--- src/rtl/if_fetch_unit_pkg.sv ---
// Shared definitions for the instruction fetch unit.
//   fetch_state_e : fetch FSM encoding (IDLE / REQ / SKID / DISCARD)
//   RESET_PC_DEF  : default PC loaded on reset
//   PC_INC_DEF    : default PC increment per fetched instruction
//   NOP_WORD      : word used for bubbles and cleared buffers
package if_fetch_unit_pkg;

    typedef enum logic [1:0] {
        ST_IDLE    = 2'd0,
        ST_REQ     = 2'd1,
        ST_SKID    = 2'd2,
        ST_DISCARD = 2'd3
    } fetch_state_e;

    localparam logic [31:0] RESET_PC_DEF = 32'd0;
    localparam logic [31:0] PC_INC_DEF   = 32'd4;
    localparam logic [31:0] NOP_WORD     = 32'd0;

endpackage

--- src/rtl/if_fetch_unit_if.sv ---
// Instruction-memory read bus between the fetch unit and the memory.
//   mem_req   : read request, driven by the fetch unit (master)
//   mem_addr  : read address, stable while mem_req=1 and mem_ack=0
//   mem_ack   : one-cycle completion pulse, driven by the memory (slave)
//   mem_rdata : read data, valid in the cycle mem_ack=1
// Handshake: a transaction is open from the cycle mem_req is seen high until
// the cycle mem_ack is high; the memory samples mem_addr while mem_req=1 and
// the fetch unit samples mem_rdata only on the rising edge where mem_ack=1.
interface if_fetch_unit_if;

    logic        mem_req;
    logic [31:0] mem_addr;
    logic        mem_ack;
    logic [31:0] mem_rdata;

    modport master (
        output mem_req,
        output mem_addr,
        input  mem_ack,
        input  mem_rdata
    );

    modport slave (
        input  mem_req,
        input  mem_addr,
        output mem_ack,
        output mem_rdata
    );

endinterface

--- src/rtl/if_fetch_unit_skid_buf.sv ---
// One-entry {pc, instruction} holding register for a memory response that
// arrives while the IF/ID output is frozen.
//   clk, rst_n : clock, asynchronous active-low reset
//   load_i     : capture pc_i / instr_i and mark the entry valid
//   clear_i    : empty the entry (wins over load_i)
//   pc_i       : pc value to hold (already incremented)
//   instr_i    : instruction word to hold
//   valid_o    : entry holds a live response
//   pc_o       : held pc
//   instr_o    : held instruction
module fetch_skid_buf
    import if_fetch_unit_pkg::*;
(
    input  logic        clk,
    input  logic        rst_n,
    input  logic        load_i,
    input  logic        clear_i,
    input  logic [31:0] pc_i,
    input  logic [31:0] instr_i,
    output logic        valid_o,
    output logic [31:0] pc_o,
    output logic [31:0] instr_o
);

    logic        valid_q;
    logic [31:0] pc_q;
    logic [31:0] instr_q;

    always_ff @(posedge clk or negedge rst_n) begin
        if (!rst_n) begin
            valid_q <= 1'b0;
            pc_q    <= 32'd0;
            instr_q <= NOP_WORD;
        end else if (clear_i) begin
            valid_q <= 1'b0;
            pc_q    <= 32'd0;
            instr_q <= NOP_WORD;
        end else if (load_i) begin
            valid_q <= 1'b1;
            pc_q    <= pc_i;
            instr_q <= instr_i;
        end
    end

    assign valid_o = valid_q;
    assign pc_o    = pc_q;
    assign instr_o = instr_q;

endmodule

--- src/rtl/if_fetch_unit.sv ---
// Instruction fetch engine feeding the IF/ID pipeline register. Owns the
// architectural PC, issues one word read at a time on the instruction-memory
// bus, handles branch redirects and presents {pc+PC_INC, instruction, valid}
// to IF/ID, which consumes the output whenever freeze is low.
//   clk, rst_n   : clock, asynchronous active-low reset (memory shares rst_n)
//   freeze       : downstream stall, output held while high
//   branch_taken : one-cycle redirect request, highest priority
//   branch_addr  : redirect target
//   imem         : instruction-memory bus (master side)
//   pc           : address of buffered instruction + PC_INC
//   instruction  : buffered instruction word
//   out_valid    : pc/instruction hold a live fetch
//   state_o      : current FSM state, for observation
module if_fetch_unit
    import if_fetch_unit_pkg::*;
#(
    parameter logic [31:0] RESET_PC = RESET_PC_DEF,
    parameter logic [31:0] PC_INC   = PC_INC_DEF
) (
    input  logic                   clk,
    input  logic                   rst_n,
    input  logic                   freeze,
    input  logic                   branch_taken,
    input  logic [31:0]            branch_addr,
    if_fetch_unit_if.master        imem,
    output logic [31:0]            pc,
    output logic [31:0]            instruction,
    output logic                   out_valid,
    output fetch_state_e           state_o
);

    fetch_state_e state_q;
    logic [31:0]  pc_reg_q;
    logic         mem_req_q;
    logic [31:0]  mem_addr_q;
    logic [31:0]  out_pc_q;
    logic [31:0]  out_instr_q;
    logic         out_valid_q;

    logic         consume;
    logic         buf_free;
    logic [31:0]  pc_next;
    logic         skid_load;
    logic         skid_clear;
    logic         skid_valid;
    logic [31:0]  skid_pc;
    logic [31:0]  skid_instr;

    // IF/ID takes the current output on this edge; the output register can
    // accept a new word if it is empty or being drained right now.
    assign consume  = out_valid_q & ~freeze;
    assign buf_free = ~out_valid_q | consume;
    assign pc_next  = pc_reg_q + PC_INC;

    // A response that lands while the output is blocked goes to the skid
    // entry; the entry empties on a redirect or when it moves to the output.
    always_comb begin
        skid_load  = 1'b0;
        skid_clear = 1'b0;
        if (branch_taken) begin
            skid_clear = 1'b1;
        end else if (state_q == ST_REQ && imem.mem_ack && !buf_free) begin
            skid_load = 1'b1;
        end else if (state_q == ST_SKID && consume) begin
            skid_clear = 1'b1;
        end
    end

    fetch_skid_buf u_skid (
        .clk     (clk),
        .rst_n   (rst_n),
        .load_i  (skid_load),
        .clear_i (skid_clear),
        .pc_i    (pc_next),
        .instr_i (imem.mem_rdata),
        .valid_o (skid_valid),
        .pc_o    (skid_pc),
        .instr_o (skid_instr)
    );

    always_ff @(posedge clk or negedge rst_n) begin
        if (!rst_n) begin
            state_q     <= ST_IDLE;
            pc_reg_q    <= RESET_PC;
            mem_req_q   <= 1'b0;
            mem_addr_q  <= RESET_PC;
            out_pc_q    <= 32'd0;
            out_instr_q <= NOP_WORD;
            out_valid_q <= 1'b0;
        end else if (branch_taken) begin
            // Redirect: bubble the output and restart at the target. An
            // in-flight read that has not completed still owns the bus, so
            // its address is held and its response is discarded later.
            pc_reg_q    <= branch_addr;
            out_pc_q    <= 32'd0;
            out_instr_q <= NOP_WORD;
            out_valid_q <= 1'b0;
            mem_req_q   <= 1'b1;
            if ((state_q == ST_REQ && !imem.mem_ack) || state_q == ST_DISCARD) begin
                state_q <= ST_DISCARD;
            end else begin
                state_q    <= ST_REQ;
                mem_addr_q <= branch_addr;
            end
        end else begin
            case (state_q)
                ST_IDLE: begin
                    state_q    <= ST_REQ;
                    mem_req_q  <= 1'b1;
                    mem_addr_q <= pc_reg_q;
                end
                ST_REQ: begin
                    if (imem.mem_ack) begin
                        pc_reg_q   <= pc_next;
                        mem_addr_q <= pc_next;
                        if (buf_free) begin
                            out_pc_q    <= pc_next;
                            out_instr_q <= imem.mem_rdata;
                            out_valid_q <= 1'b1;
                        end else begin
                            state_q   <= ST_SKID;
                            mem_req_q <= 1'b0;
                        end
                    end else if (consume) begin
                        out_valid_q <= 1'b0;
                    end
                end
                ST_SKID: begin
                    if (consume && skid_valid) begin
                        out_pc_q    <= skid_pc;
                        out_instr_q <= skid_instr;
                        out_valid_q <= 1'b1;
                        state_q     <= ST_REQ;
                        mem_req_q   <= 1'b1;
                        mem_addr_q  <= pc_reg_q;
                    end
                end
                ST_DISCARD: begin
                    if (consume) begin
                        out_valid_q <= 1'b0;
                    end
                    if (imem.mem_ack) begin
                        state_q    <= ST_REQ;
                        mem_addr_q <= pc_reg_q;
                    end
                end
                default: begin
                    state_q   <= ST_IDLE;
                    mem_req_q <= 1'b0;
                end
            endcase
        end
    end

    assign imem.mem_req  = mem_req_q;
    assign imem.mem_addr = mem_addr_q;
    assign pc            = out_pc_q;
    assign instruction   = out_instr_q;
    assign out_valid     = out_valid_q;
    assign state_o       = state_q;

endmodule
--- src/flat_wrapper.sv ---
// flat-port wrapper written by rule: the top's interface ports become plain ports
module if_fetch_unit_flat import if_fetch_unit_pkg::*;
#(
    parameter logic [31:0] RESET_PC = RESET_PC_DEF,
    parameter logic [31:0] PC_INC   = PC_INC_DEF
)
  (clk, rst_n, freeze, branch_taken, branch_addr, pc, instruction, out_valid, state_o, imem_mem_req, imem_mem_addr, imem_mem_ack, imem_mem_rdata);
  if_fetch_unit_if imem_i ();
  input  logic clk;
  input  logic rst_n;
  input  logic freeze;
  input  logic branch_taken;
  input  logic [31:0] branch_addr;
  output logic [31:0] pc;
  output logic [31:0] instruction;
  output logic out_valid;
  output fetch_state_e state_o;
  output wire logic [$bits(imem_i.mem_req)-1:0] imem_mem_req;
  output wire logic [$bits(imem_i.mem_addr)-1:0] imem_mem_addr;
  input wire logic [$bits(imem_i.mem_ack)-1:0] imem_mem_ack;
  input wire logic [$bits(imem_i.mem_rdata)-1:0] imem_mem_rdata;
  assign imem_mem_req = imem_i.mem_req;
  assign imem_mem_addr = imem_i.mem_addr;
  assign imem_i.mem_ack = imem_mem_ack;
  assign imem_i.mem_rdata = imem_mem_rdata;
  if_fetch_unit #(.RESET_PC(RESET_PC), .PC_INC(PC_INC)) u_core (.clk(clk), .rst_n(rst_n), .freeze(freeze), .branch_taken(branch_taken), .branch_addr(branch_addr), .imem(imem_i), .pc(pc), .instruction(instruction), .out_valid(out_valid), .state_o(state_o));
endmodule
--- config.mk ---
export PLATFORM = sky130hd
export DESIGN_NAME = if_fetch_unit_flat
export DESIGN_NICKNAME = d
export VERILOG_FILES = /design/src/rtl/if_fetch_unit_pkg.sv /design/src/rtl/if_fetch_unit_if.sv /design/src/rtl/if_fetch_unit_skid_buf.sv /design/src/rtl/if_fetch_unit.sv /design/src/flat_wrapper.sv
export SDC_FILE = /design/constraint.sdc
export NUM_CORES = 1
export LEC_CHECK = 0
export CAP_MARGIN = 20
export CORE_ASPECT_RATIO = 0.9
export CORE_MARGIN = 3
export CORE_UTILIZATION = 58
export CTS_CLUSTER_DIAMETER = 80
export DETAILED_ROUTE_END_ITERATION = 10
export PLACE_DENSITY_LB_ADDON = 0.2
export SLEW_MARGIN = 5
export SYNTH_ARGS = -nofsm -noshare
export SYNTH_HDL_FRONTEND = slang
export SYNTH_SLANG_ARGS = --single-unit
--- constraint.sdc ---
create_clock -name clk -period 7.04 [get_ports clk]
set_clock_uncertainty 0.2 [all_clocks]
set_input_delay 2.112 -clock clk [delete_from_list [all_inputs] [get_ports clk]]
set_output_delay 2.112 -clock clk [all_outputs]
set_load 0.1 [all_outputs]
==> impl_metrics.csv <==
group,metric,value,unit
sta,worst_pin_slew,1.12,ns
sta,grt_setup_unrepaired,"no",
clock_tree,cts.repair_timing.setup_buffer_count,0,
critical_path,worstSetupEndpointType,"register",
min_path,hold_class,"reg2reg",
sta,postLayoutSetupSlackWorst,2.38,ns
critical_path,worst-endpoint-arrival,4.80,ns
sta,setup_tns,0,ns
synth,synth_enable_flop_cells,0,
synth,share_of_the_synthesized_netlist_area_taken_by_xor_and_xnor_gates,0.0566,
critical_path,cp_data_required_time,7.18,ns
floorplanning,io-pin-count,169,
place,placement.setup.worst_slack,2.00,ns
drt,detail_route.wirelength,26.4,mm
synth,synth.mux.area_fraction,0.0632,
sta,timing.fmax,214,MHz
clock_tree,cts_hold_repair.buffers,0,
critical_path,path_class,"in2reg",
drt,vias_per_cell,6.29,
drt,first_drt_iteration_drcs,934,
final_layout,area_growth_syn_to_layout,23.1,%
floorplanning,floorplan.initialDensity,0.604,
synth,synth_simple_gate_area_frac,0.163,
place,io_buffer_count,168,
synth,postSynthAreaPerCell,9.79,sq um
sta,final_hold_slack,0.279,ns
drt,drtPass1Iterations,6,
synth,post_synthesis_cells,1012,
sta,fin_crit,4.66,ns
drt,drt-wirelength-per-cell,19.7,um
clock_tree,cts_buffer_depth,2,
drt,route.detailed.drc,0,
critical_path,critPathMaxFanout,38,
clock_tree,tritoncts_clock_tree,"yes",
floorplanning,placement_rows,44,
synth,ys.warnings.count,0,
floorplanning,die_height,130,um
grt,grtUsageTotal,0.288,
grt,maximum_number_of_pins_on_one_net_before_global_route_repair,126,
clock_tree,clkTransAtPathRegs,0.07,ns
synth,ys_async_rst_share,1.00,
pwr,leakage,4.94,nW
place,detailed_place_hpwl,17.4,mm
final_layout,final_layout_size_suffix_gt1_frac,0.0724,
synth,most_used_flip_flop_cell_after_synthesis,"sky130_fd_sc_hd__dfrtp_1",
clock_tree,worst_skew_pair.late_latency,0.44,ns
drt,dr_vias,8428,
synth,share_of_synthesized_cell_area_in_full_adder_half_adder_and_majority_cells,0.00632,
status,run_status,"complete, no violations",
place,gp_congestion,0.918,
clock_tree,ctsResizeCount,0,
grt,number_of_global_route_vias_before_repair,7994,
sta,finalCritPeriodShare,0.662,
job,max_cap_violations,0,
synth,yosys_register_bits,197,
sta,final-setup-viol-count,0,
synth,largest_family_of_logic_cells_by_synthesized_area,"compound AO/OA/AOI/OAI gates",
synth,synth.yosys.seq_area_share,0.498,
final_layout,layout.nets,1194,
critical_path,critPathLaunchType,"primary input",
drt,ant_nets,0,
clock_tree,clock_tree.htree_level_count,4,
clock_tree,numCtsBuffers,17,
floorplanning,coreArea,16400,sq um
synth,post_synthesis_compound_gate_area_fraction,0.172,
synth,synthesis.area,9900,sq um
grt,gr-total-overflow,0,
pwr,power-per-cell-area,422,nW/um^2
sta,timing_max_transition_violations_final,0,
pwr,vdd_ir_drop_max,0.000469,V
sta,final-hold-violation-count,0,
sta,maxSlewHeadroom,0.256,
final_layout,n_antenna_cell,0,
synth,syn-num-nets,1086,
pwr,pwr_total,5.15,mW
grt,grt_antenna_before_repair,0,
clock_tree,cts-root-buf,"sky130_fd_sc_hd__clkbuf_16",
clock_tree,numClockSinks,197,
grt,global_route_wire_length_before_repair,42.6,mm
floorplanning,die_area,18700,sq um
synth,synthDistinctLibCells,55,
floorplanning,die_x,144,um
==> synth_stat cells (5+ instances only) <==
master	number	area, sq um
sky130_fd_sc_hd__a211oi_1	38	285
sky130_fd_sc_hd__a21boi_0	5	37.5
sky130_fd_sc_hd__a21oi_1	46	230
sky130_fd_sc_hd__a22o_1	43	377
sky130_fd_sc_hd__a31oi_1	7	43.8
sky130_fd_sc_hd__and2_1	9	56.3
sky130_fd_sc_hd__and3_1	25	156
sky130_fd_sc_hd__buf_1	12	45.0
sky130_fd_sc_hd__buf_2	24	120
sky130_fd_sc_hd__clkbuf_1	54	203
sky130_fd_sc_hd__dfrtp_1	197	4930
sky130_fd_sc_hd__ha_1	5	62.6
sky130_fd_sc_hd__inv_1	10	37.5
sky130_fd_sc_hd__mux2_2	20	225
sky130_fd_sc_hd__mux2i_1	40	400
sky130_fd_sc_hd__nand2_1	102	383
sky130_fd_sc_hd__nand2b_1	11	68.8
sky130_fd_sc_hd__nand3_1	28	140
sky130_fd_sc_hd__nand3b_1	5	37.5
sky130_fd_sc_hd__nand4_1	21	131
sky130_fd_sc_hd__nor2_1	74	278
sky130_fd_sc_hd__nor3_1	29	145
sky130_fd_sc_hd__nor4_1	6	37.5
sky130_fd_sc_hd__o211ai_1	8	60.1
sky130_fd_sc_hd__o21ai_0	60	300
sky130_fd_sc_hd__o22ai_1	12	75.1
sky130_fd_sc_hd__o31ai_1	6	45.0
sky130_fd_sc_hd__or3_1	6	37.5
sky130_fd_sc_hd__xnor2_1	41	359
sky130_fd_sc_hd__xor2_1	23	201
==> routing by layer <==
metal	vias up	global-route usage	wire length, um
met5	-	0	0
met4	0	0.0698	364
met3	33	0.0652	2260
met2	416	0.426	11800
met1	4125	0.437	11900
li1	3854	-	-
==> placed cells by master (no fill, tap or decap), types with 21 or more instances in the layout <==
master and instances:
sky130_fd_sc_hd__a21oi_1 45, sky130_fd_sc_hd__mux2i_1 40, sky130_fd_sc_hd__o21ai_0 60, sky130_fd_sc_hd__a22o_1 43, sky130_fd_sc_hd__nand4_1 21, sky130_fd_sc_hd__xor2_1 23
sky130_fd_sc_hd__a211oi_1 38, sky130_fd_sc_hd__clkdlybuf4s50_1 166, sky130_fd_sc_hd__nand3_1 28, sky130_fd_sc_hd__nor2_1 74, sky130_fd_sc_hd__nor3_1 29, sky130_fd_sc_hd__and3_1 24
sky130_fd_sc_hd__dfrtp_1 197, sky130_fd_sc_hd__xnor2_1 41, sky130_fd_sc_hd__nand2_1 102
==> kinds of logic (layout without fill, tap and decap cells) <==
logic type,after synthesis,after routing
xor gates and xnor gates,64,64
muxes,60,60
DFF,197,197
and+or+nand+nor,331,331
adders and majority gates,5,5
AOI/OAI and AO/OA,254,254
buffers and inverters,101,222
==> per-stage QoR <==
stage | std cells | util | area (sq um)
CTS | 1340 | 0.743 | 12200
global route | 1340 | 0.743 | 12200
detailed placement | 1308 | 0.709 | 11600
global placement | 1308 | 0.709 | 11600
finish | 1340 | 0.743 | 12200
floorplan | 1012 | - | 9900
==> final timing paths <==
path	end	depth (start not counted)	slack, ns	from
setup / recovery	u_core.u_skid.pc_o[16]$_DFFE_PN0P_	7	2.38	imem_mem_ack
hold / removal	u_core.u_skid.pc_o[29]$_DFFE_PN0P_	2	0.28	u_core.u_skid.pc_o[29]$_DFFE_PN0P_
setup reg to reg	u_core.pc[16]$_DFFE_PN0P_	8	3.56	u_core.state_o[0]$_DFFE_PN0P_
hold reg to reg	u_core.u_skid.pc_o[29]$_DFFE_PN0P_	2	0.28	u_core.u_skid.pc_o[29]$_DFFE_PN0P_
max in group asynchronous	u_core.pc[17]$_DFFE_PN0P_	2	3.85	rst_n
min in group asynchronous	u_core.u_skid.pc_o[9]$_DFFE_PN0P_	1	1.62	rst_n
==> area by class of cell <==
| cell class | instances | area (sq um) |
|---|---|---|
| clock buffers | 17 | 425 |
| clock inverters | 15 | 140 |
| fillers | 1184 | 4210 |
| inverters | 10 | 37.5 |
| multi-input cells | 714 | 4630 |
| flip-flops and latches | 197 | 4930 |
| well taps | 207 | 259 |
| repair buffers | 180 | 1770 |
==> where the power goes <==
group | total [mW] | switching (mW) | internal [mW]
clock | 0.944 | 0.477 | 0.467
sequential | 1.53 | 0.182 | 1.35
combinational | 2.67 | 2.04 | 0.637
total | 5.15 | 2.70 | 2.46
==> critical path, stage by stage <==
cell                              delay, ns
sky130_fd_sc_hd__clkdlybuf4s50_1       0.55
sky130_fd_sc_hd__and2_1                0.47
sky130_fd_sc_hd__a21o_1                0.31
sky130_fd_sc_hd__a21oi_4               0.62
sky130_fd_sc_hd__buf_4                 0.52
sky130_fd_sc_hd__nand2_1               0.11
sky130_fd_sc_hd__o21ai_0               0.09
==> flip-flops by register name (all words and copies together), names as in the netlist, 2 cells and up <==
signal	count
u_core.imem.mem_addr	32
u_core.instruction	32
u_core.pc	32
u_core.pc_reg_q	32
u_core.u_skid.instr_o	32
u_core.u_skid.pc_o	32
u_core.state_o	2
(Power assumes the default switching activity.)
